### config.mk
export PLATFORM = sky130hd
export DESIGN_NAME = rx_frame_ctrl
export DESIGN_NICKNAME = d
export VERILOG_FILES = /design/src/rtl/rx_frame_ctrl.sv
export SDC_FILE = /design/constraint.sdc
export NUM_CORES = 1
export LEC_CHECK = 0
export ABC_AREA = 1
export BUFFER_PORTS_ARGS = -buffer_cell sky130_fd_sc_hd__clkbuf_2
export CAP_MARGIN = 0
export CELL_PAD_IN_SITES_DETAIL_PLACEMENT = 1
export CELL_PAD_IN_SITES_GLOBAL_PLACEMENT = 2
export CORE_AREA = 2 2 96 98
export CTS_CLUSTER_DIAMETER = 60
export CTS_CLUSTER_SIZE = 28
export DETAILED_ROUTE_END_ITERATION = 8
export DIE_AREA = 0 0 98 100
export GPL_ROUTABILITY_DRIVEN = 0
export PLACE_DENSITY = 0.87
export SYNTH_ARGS = -nofsm -noshare
export SYNTH_HDL_FRONTEND = slang
export SYNTH_SLANG_ARGS = --single-unit
export TNS_END_PERCENT = 30
### constraint.sdc
create_clock -name rxclk -period 6.75 [get_ports rxclk]
set_clock_uncertainty 0.2 [all_clocks]
set_input_delay 1.35 -clock rxclk [delete_from_list [all_inputs] [get_ports rxclk]]
set_output_delay 1.35 -clock rxclk [all_outputs]
set_load 0.005 [all_outputs]
### src/rtl/rx_frame_ctrl.sv
// rtl/rx_frame_ctrl.sv - receive frame controller: length tracking, limit checks, good/bad frame verdict
module rx_frame_ctrl #(
  parameter int DATA_BYTES = 8,
  parameter int MAX_LEN    = 1518,
  parameter int JUMBO_LEN  = 9018,
  parameter int MIN_LEN    = 64,
  parameter int CNT_W      = 14
) (
  input  logic                          rxclk,
  input  logic                          reset,
  input  logic                          recv_enable,
  input  logic                          jumbo_enable,
  input  logic                          get_sfd,
  input  logic                          beat_valid,
  input  logic [$clog2(DATA_BYTES):0]   beat_bytes,
  input  logic                          end_frame,
  input  logic                          local_invalid,
  input  logic                          tagged_frame,
  input  logic [15:0]                   len_type,
  input  logic                          get_error_code,
  input  logic                          crc_check_valid,
  input  logic                          crc_check_invalid,
  output logic                          receiving,
  output logic [CNT_W-1:0]              frame_len,
  output logic                          good_frame_get,
  output logic                          bad_frame_get,
  output logic [4:0]                    err_vec
);

  localparam int BB_W = $clog2(DATA_BYTES) + 1;

  typedef enum logic [2:0] {
    S_IDLE  = 3'd0,
    S_HDR   = 3'd1,
    S_DATA  = 3'd2,
    S_CHECK = 3'd3,
    S_DROP  = 3'd4
  } state_t;

  state_t           state_q, state_d;
  logic [CNT_W-1:0] frame_len_q, frame_len_d;
  logic [4:0]       err_vec_q, err_vec_d;
  logic             jumbo_q, jumbo_d;

  logic [CNT_W:0]   len_sum;
  logic [CNT_W-1:0] len_cur;
  logic [31:0]      limit;
  logic [31:0]      exp_len;
  logic             over;
  logic             len_err;
  logic             undersize;
  logic             good_c;
  logic             bad_c;

  always_comb begin
    state_d     = state_q;
    frame_len_d = frame_len_q;
    err_vec_d   = err_vec_q;
    jumbo_d     = jumbo_q;
    good_c      = 1'b0;
    bad_c       = 1'b0;

    len_sum = {1'b0, frame_len_q} + {{(CNT_W + 1 - BB_W){1'b0}}, beat_bytes};
    if (!beat_valid) begin
      len_cur = frame_len_q;
    end else if (len_sum[CNT_W]) begin
      len_cur = '1;
    end else begin
      len_cur = len_sum[CNT_W-1:0];
    end

    limit = (jumbo_q ? 32'(JUMBO_LEN) : 32'(MAX_LEN)) + (tagged_frame ? 32'd4 : 32'd0);
    over  = 32'(len_cur) > limit;

    // Expected on-wire size implied by a Length field, never below the minimum frame.
    exp_len = 32'(len_type) + 32'd18 + (tagged_frame ? 32'd4 : 32'd0);
    if (exp_len < 32'(MIN_LEN)) begin
      exp_len = 32'(MIN_LEN);
    end
    len_err   = (len_type < 16'd1536) && (32'(frame_len_q) != exp_len);
    undersize = 32'(frame_len_q) < 32'(MIN_LEN);

    case (state_q)
      S_IDLE: begin
        if (get_sfd && recv_enable) begin
          state_d     = S_HDR;
          frame_len_d = '0;
          err_vec_d   = '0;
          jumbo_d     = jumbo_enable;
        end
      end
      S_HDR, S_DATA: begin
        frame_len_d = len_cur;
        if (local_invalid || get_error_code || over) begin
          state_d   = S_DROP;
          err_vec_d = err_vec_q | {get_error_code, 3'b000, over};
          bad_c     = 1'b1;
        end else if (end_frame && (state_q == S_HDR || beat_valid)) begin
          state_d = S_CHECK;
        end else if (state_q == S_HDR && beat_valid && len_cur >= CNT_W'(14)) begin
          state_d = S_DATA;
        end
      end
      S_CHECK: begin
        if (crc_check_valid || crc_check_invalid) begin
          err_vec_d = err_vec_q | {1'b0, crc_check_invalid, len_err, undersize, 1'b0};
          good_c    = (err_vec_d == 5'd0);
          bad_c     = (err_vec_d != 5'd0);
          state_d   = S_IDLE;
        end
      end
      S_DROP: begin
        if (beat_valid && end_frame) begin
          state_d = S_IDLE;
        end
      end
      default: state_d = S_IDLE;
    endcase
  end

  always_ff @(posedge rxclk) begin
    if (reset) begin
      state_q     <= S_IDLE;
      frame_len_q <= '0;
      err_vec_q   <= '0;
      jumbo_q     <= 1'b0;
    end else begin
      state_q     <= state_d;
      frame_len_q <= frame_len_d;
      err_vec_q   <= err_vec_d;
      jumbo_q     <= jumbo_d;
    end
  end

  assign receiving      = !reset && (state_q == S_HDR || state_q == S_DATA);
  assign good_frame_get = !reset && good_c;
  assign bad_frame_get  = !reset && bad_c;
  assign frame_len      = frame_len_q;
  assign err_vec        = err_vec_q;

endmodule
==> results of run 1 <==
==> cells by family after synthesis <==
family          Yosys count  synth area share [%]
compound gates           56                  12.2
xor+xnor                  5                  1.72
buf+inv                  75                  11.5
fa+ha+maj                18                  9.41
flops                    23                  18.0
simple gates            263                  47.2
==> worst register-to-register path: cells and delay by family (launching register included) <==
| family | cells | cell delay [ns] |
|---|---|---|
| AND/OR/NAND/NOR | 14 | 1.64 |
| adder cells (fa/ha/maj) | 3 | 0.86 |
| AO/OA/AOI/OAI | 4 | 0.48 |
| flip-flops | 1 | 0.43 |
| buffers and inverters | 3 | 0.20 |
==> state kept, by name, summed over array words and instances (netlist names) <==
name and cells:
jumbo_q 1, state_q 3, err_vec 5, frame_len 14
==> layout by cell type, fill, tap and decap left out, types with 5 or more instances in the layout <==
cell      synthesis  routed
a21oi_1          22      22
clkbuf_2          0      53
dfxtp_1          23      23
ha_1             16      16
inv_1            67      67
nand2_1         131     131
nand3_1          37      37
nand3_2           5       5
nand3b_1          6       6
nand4_1          10      10
nor2_1           41      41
nor2_2            8       8
nor3_1           11      11
o21ai_0          15      15
o22ai_1          14      14
==> through the flow <==
stage	hold WS, ns	utilization (%)
6_report	0.268	33.4
3_3_place_gp	0.251	32.9
4_1_cts	0.274	33.4
2_1_floorplan	0.250	-
5_1_grt	0.307	33.4
3_5_place_dp	0.259	32.9
==> worst paths after layout <==
kind,start,to,slack (ns),cells past startpoint
worst max-delay path,beat_bytes[0],bad_frame_get,0.68,26
worst min-delay path,err_vec[4]$_SDFFE_PP0P_,err_vec[4]$_SDFFE_PP0P_,0.27,2
worst max register to register,frame_len[0]$_SDFFE_PP0P_,state_q[1]$_SDFFE_PP0P_,2.84,24
worst min register to register,err_vec[4]$_SDFFE_PP0P_,err_vec[4]$_SDFFE_PP0P_,0.27,2
==> power groups by stage <==
stage	clock network [mW]	logic (mW)	registers [mW]
6_report	0.0925	0.351	0.193
5_1_grt	0.104	0.404	0.197
4_1_cts	0.0946	0.354	0.194
3_5_place_dp	0	0.352	0.197
3_3_place_gp	0	0.341	0.195
2_1_floorplan	0	0.241	0.188
==> final cells by class <==
cell class              count  area, um^2  area share (%)
clock buffers               3        41.3            1.39
inverters                  70         263            8.84
flip-flops and latches     23         460            15.5
multi-input cells         342        1800            60.5
repair buffers             53         265            8.93
well taps                 111         139            4.67
clock inverters             1        5.00           0.168
==> cell usage after synthesis <==
cell type,n
nor4_1,4
nor2_2,8
inv_1,67
fa_1,2
nor3_1,11
o21ai_1,2
xor2_1,4
a2bb2oi_1,1
buf_6,1
nor3b_2,1
buf_2,1
nand4_1,10
o22ai_1,14
nand3_1,37
nand2_1,131
buf_4,1
xnor2_1,1
nand3b_1,6
nand2_4,2
nor2_4,1
nand3_2,5
ha_1,16
o21ai_2,1
o21ai_0,15
dfxtp_1,23
buf_1,1
a21oi_1,22
o211a_1,1
or2_2,1
nand2_2,4
inv_2,3
clkbuf_1,1
nor2_1,41
or4_1,1
==> routing by layer <==
layer  vias to the layer above  global-route usage, %  wire, um
met1                      1408                   23.7      4180
li1                       1538                      -         -
met4                         0                   1.60         0
met3                         0                   2.72       324
met5                         -                      0         0
met2                        53                   32.6      4170
==> summary.md, run 1 <==
| Metric | Value |
|---|---|
| Post-CTS Hold Fix Bufs | `0` |
| Antenna Diode Count | `0` |
| Die X | `just under 100 um` |
| Clock-pin transition on the worst setup and hold timing paths | `~0.090 ns` |
| Synth Warn # | `0` |
| Final worst path period share | `roughly 90%` |
| Post-detail-place hpwl | `7.36 mm` |
| Crit-path slowest cell | `fa_1` |
| Critical-path maximum fanout | `8` |
| Area after DPL | `a little under 0.003 mm^2` |
| Crit path DAT | `roughly 4.5 ns` |
| Maximum VDD drop | `about 0.16 mV` |
| Die height | `approximately 100 um` |
| Worst Path Buf+Inv | `5` |
| # port buffers | `53` |
| Post-Syn Nets | `490` |
| Switching Share | `roughly half` |
| Power Total | `roughly 640 uW` |
| RSZ-0062 raised after global routing | `no` |
| Num CTS Buffers | `3` |
| Cell Rows | `35` |
| Via count | `2999` |
| Cells after DPL | `approximately 600` |
| Worst skew pair latency | `~0.27 ns` |
| Avg Inst Size Synth | `slightly below 6 um^2` |
| Synth Instances | `440` |
| Comb power frac | `between 50% and 60%` |
| Fin. Hold Viols | `0` |
| Sequential cell area fraction in the yosys report | `~18%` |
| Final net count | `between 500 and 600` |
| WP data required | `5.20 ns` |
| Layout cells sized above 1 | `16.9%` |
| Mapped cell area | `~0.0026 mm^2` |
| Final ANT Viol Nets | `0` |
| Total Wirelength | `8.66 mm` |
| Pre-CTS WS | `0.716 ns` |
| Fill cell count | `around 1.2k` |
| WL/cell | `~14 um` |
| Reg power frac | `30.3%` |
| Drt drc | `0` |
| Synth cell types | `34` |
| Net Sw Power | `313 uW` |
| Fin. max-slew vios | `0` |
| Area growth syn-to-layout | `16.4%` |
| CP Launch Type | `input port` |
| DR pass1 iterations | `4` |
| Power Dens Cells | `214 mW/mm^2` |
| F_max | `between 150 and 200 MHz` |
| Post-CTS Setup Inserts | `0` |
| Worst Slack Setup Final | `around 0.68 ns` |
| Leak | `~1.5 nW` |
| H-tree depth | `1` |
| CP endpoint kind | `output pin` |
| Average vias per placed instance | `4.97` |
| First-pass GRT wire length | `roughly 15 mm` |
| Yosys top cell area share | `roughly 19%` |
| Final instance area | `a little under 0.003 mm^2` |
| Worst min path class | `register to register` |
| Dominant cells by area after synthesis | `nand2_1 (19%), dfxtp_1 (18%), inv_1 (9.9%), ha_1 (7.8%), nand3_1 (7.3%)` |
| Relative slew slack | `a little over half` |
| CP dominant cell by count | `nand2_1` |
| Status | `complete, no violations` |
| Core Box Area | `0.00889 mm^2` |
| Overall Global Routing Usage | `a little under a fifth` |
| Total gr overflow | `0` |
| Crit-path leading delay family | `simple AND/OR/NAND/NOR gates` |
| Yosys top cell by area | `nand2_1` |
| Clk pwr share | `between 10 and 15%` |
| Initial antenna violation count | `0` |
| Crit Path Class | `input port to output pin` |
| CTS-repair resized insts | `0` |
| Crit-path max cell delay | `about 0.40 ns` |
| Setup Total Neg Slack | `0 ns` |
| Post-route insts no fill | `603` |
| Root buffer cell | `clkbuf_8` |
| DR iter-0 viols | `102` |
| Measured slew at the worst slew-check pin | `slightly above 0.7 ns` |
| CTS tree | `built` |
| Largest net degree at the start of global routing | `16` |
| Vias in the first global route | `a little under 3k` |
| #FFs+latches synth | `23` |
| I/O pin cnt | `54` |
| Max cap viols | `0` |
| Internal power | `between 300 and 400 uW` |
| Die area | `between 0.009 and 0.01 mm^2` |
| Clock Tree Buf Depth | `2` |
| Initial Util | `between 20% and 30%` |
| Post-layout min period | `6.07 ns` |
| Final setup viols | `0` |
| CTS Sinks | `23` |
No activity file was read; power rests on OpenSTA's default activity.
==> run 2: changes to the inputs <==
--- a/config.mk
+++ b/config.mk
@@ -7,7 +7,6 @@
 export LEC_CHECK = 0
 export ABC_AREA = 1
 export BUFFER_PORTS_ARGS = -buffer_cell sky130_fd_sc_hd__clkbuf_2
-export CAP_MARGIN = 0
 export CELL_PAD_IN_SITES_DETAIL_PLACEMENT = 1
 export CELL_PAD_IN_SITES_GLOBAL_PLACEMENT = 2
 export CORE_AREA = 2 2 96 98
@@ -16,7 +15,7 @@
 export DETAILED_ROUTE_END_ITERATION = 8
 export DIE_AREA = 0 0 98 100
 export GPL_ROUTABILITY_DRIVEN = 0
-export PLACE_DENSITY = 0.87
+export PLACE_DENSITY_LB_ADDON = 0.1
 export SYNTH_ARGS = -nofsm -noshare
 export SYNTH_HDL_FRONTEND = slang
 export SYNTH_SLANG_ARGS = --single-unit
==> run 2 against run 1 <==
Critical path depth did not move. Hold slack improved by 0.0073 ns. Combinational power is essentially flat. Final cell count did not move. Largest cell class unchanged. Via count down 1.2%. Highest routed layer is now met4. Wire length up 1.7%.
==> summary.md, run 2 (synthesis gave the netlist of run 1 again) <==
| Metric | Value |
|---|---|
| F_max | `approximately 170 MHz` |
| CP Launch Type | `input port` |
| Worst Path Buf+Inv | `5` |
| Root buffer cell | `clkbuf_8` |
| Crit-path slowest cell | `fa_1` |
| WL/cell | `14.6 um` |
| Layout cells sized above 1 | `16.9%` |
| Relative slew slack | `a little over two fifths` |
| DR pass1 iterations | `4` |
| Fin. max-slew vios | `0` |
| Final ANT Viol Nets | `0` |
| Fill cell count | `approximately 1.2k` |
| Measured slew at the worst slew-check pin | `0.842 ns` |
| GRT met3 Usage | `approximately 2.1%` |
| CTS Sinks | `23` |
| Post-detail-place hpwl | `approximately 7.6 mm` |
| Critical-path maximum fanout | `8` |
| Post-CTS Setup Inserts | `0` |
| Die X | `98 um` |
| Status | `complete, no violations` |
| Util after Layout | `around a third` |
| CP dominant cell by count | `nand2_1` |
| Max reg flops | `14` |
| CTS-repair resized insts | `0` |
| Total gr overflow | `0` |
| GR peak layer | `met2` |
| Num CTS Buffers | `3` |
| Average vias per placed instance | `roughly 4.9` |
| Post-CTS Hold Fix Bufs | `0` |
| Area growth syn-to-layout | `16.4%` |
| Antenna Diode Count | `0` |
| Die area | `0.00980 mm^2` |
| Leak | `about 1.5 nW` |
| Final net count | `543` |
| GR Util met2 | `32.9%` |
| Via count | `2962` |
| Initial antenna violation count | `0` |
| Cell Rows | `35` |
| Vias in the first global route | `roughly 3.0k` |
| H-tree depth | `1` |
| Final setup viols | `0` |
| Commonest non-fill, non-tap cell in the layout | `nand2_1` |
| First-pass GRT wire length | `between 10 and 15 mm` |
| Crit path DAT | `4.43 ns` |
| CTS tree | `built` |
| Post-layout min period | `roughly 6.0 ns` |
| Overall Global Routing Usage | `a little under a fifth` |
| Worst min path class | `register to register` |
| Maximum VDD drop | `0.118 mV` |
| Die height | `around 100 um` |
| RSZ-0062 raised after global routing | `no` |
| Crit Path Class | `input port to output pin` |
| Power Total | `approximately 640 uW` |
| # port buffers | `53` |
| Setup Total Neg Slack | `0 ns` |
| Total Wirelength | `roughly 8.8 mm` |
| Core Box Area | `approximately 0.0089 mm^2` |
| Fin. Hold Viols | `0` |
| Met1 Usage GRT | `between 20 and 25%` |
| Most frequent cells in the layout | `nand2_1 (131), inv_1 (67), clkbuf_2 (53)` |
| Crit-path max cell delay | `between 0.3 and 0.4 ns` |
| Power Dens Cells | `216 mW/mm^2` |
| Drt drc | `0` |
| Largest net degree at the start of global routing | `16` |
| Worst skew pair latency | `approximately 0.28 ns` |
| WP data required | `around 5.2 ns` |
| Clock Tree Buf Depth | `2` |
| Final worst path period share | `88.6%` |
| CP endpoint kind | `output pin` |
| I/O pin cnt | `54` |
| Max cap viols | `0` |
| Crit-path leading delay family | `simple AND/OR/NAND/NOR gates` |
| DR iter-0 viols | `83` |
| Clock-pin transition on the worst setup and hold timing paths | `about 0.10 ns` |
| Initial Util | `between 20% and 30%` |
## run 2: cell counts in the layout (fill, tap and decap cells not counted)
No cell type changed its count.
## run 2: stage by stage
stage,instance area [um^2],hold WS [ns],instances,worst slack [ns]
detailed placement,2930,0.261,599,0.728
global route,2970,0.304,603,0.323
floorplan,2550,0.250,440,1.40
global placement,2930,0.251,599,0.903
finish,2970,0.275,603,0.766
CTS,2970,0.276,603,0.735
## run 2: area by class of cell
class                           count  area [um^2]  area share (%)
Inverter                           70          263            8.84
Clock buffer                        3         41.3            1.39
Timing Repair Buffer               53          265            8.93
Clock inverter                      1         5.00           0.168
Multi-Input combinational cell    342         1800            60.5
Sequential cell                    23          460            15.5
Tap cell                          111          139            4.67
## run 2: layer usage
metal	wire [um]	part of all wire (%)
met1	4400	50
met2	4100	47
met3	251	2.8
met4	51	0.58
met5	0	0
## run 2: worst register-to-register path, delay by kind of cell (launching register included)
family,cells,cell delay (ns)
compound gates,3,0.40
fa+ha+maj,3,0.83
buf+inv,3,0.20
flops,1,0.43
simple gates,16,1.73
## run 2: worst paths after layout
path / startpoint / slack (ns) / cells after the start / end
setup / recovery: beat_bytes[0] / 0.77 / 26 / bad_frame_get
hold / removal: err_vec[4]$_SDFFE_PP0P_ / 0.28 / 2 / err_vec[4]$_SDFFE_PP0P_
setup reg to reg: frame_len[0]$_SDFFE_PP0P_ / 2.91 / 25 / state_q[0]$_SDFFE_PP0P_
hold reg to reg: err_vec[4]$_SDFFE_PP0P_ / 0.28 / 2 / err_vec[4]$_SDFFE_PP0P_
## run 2: where the power goes
group	internal [mW]	switching, mW	leakage, nW
registers	0.162	0.0321	0.187
clock network	0.0415	0.0554	0.0255
logic	0.119	0.231	1.33
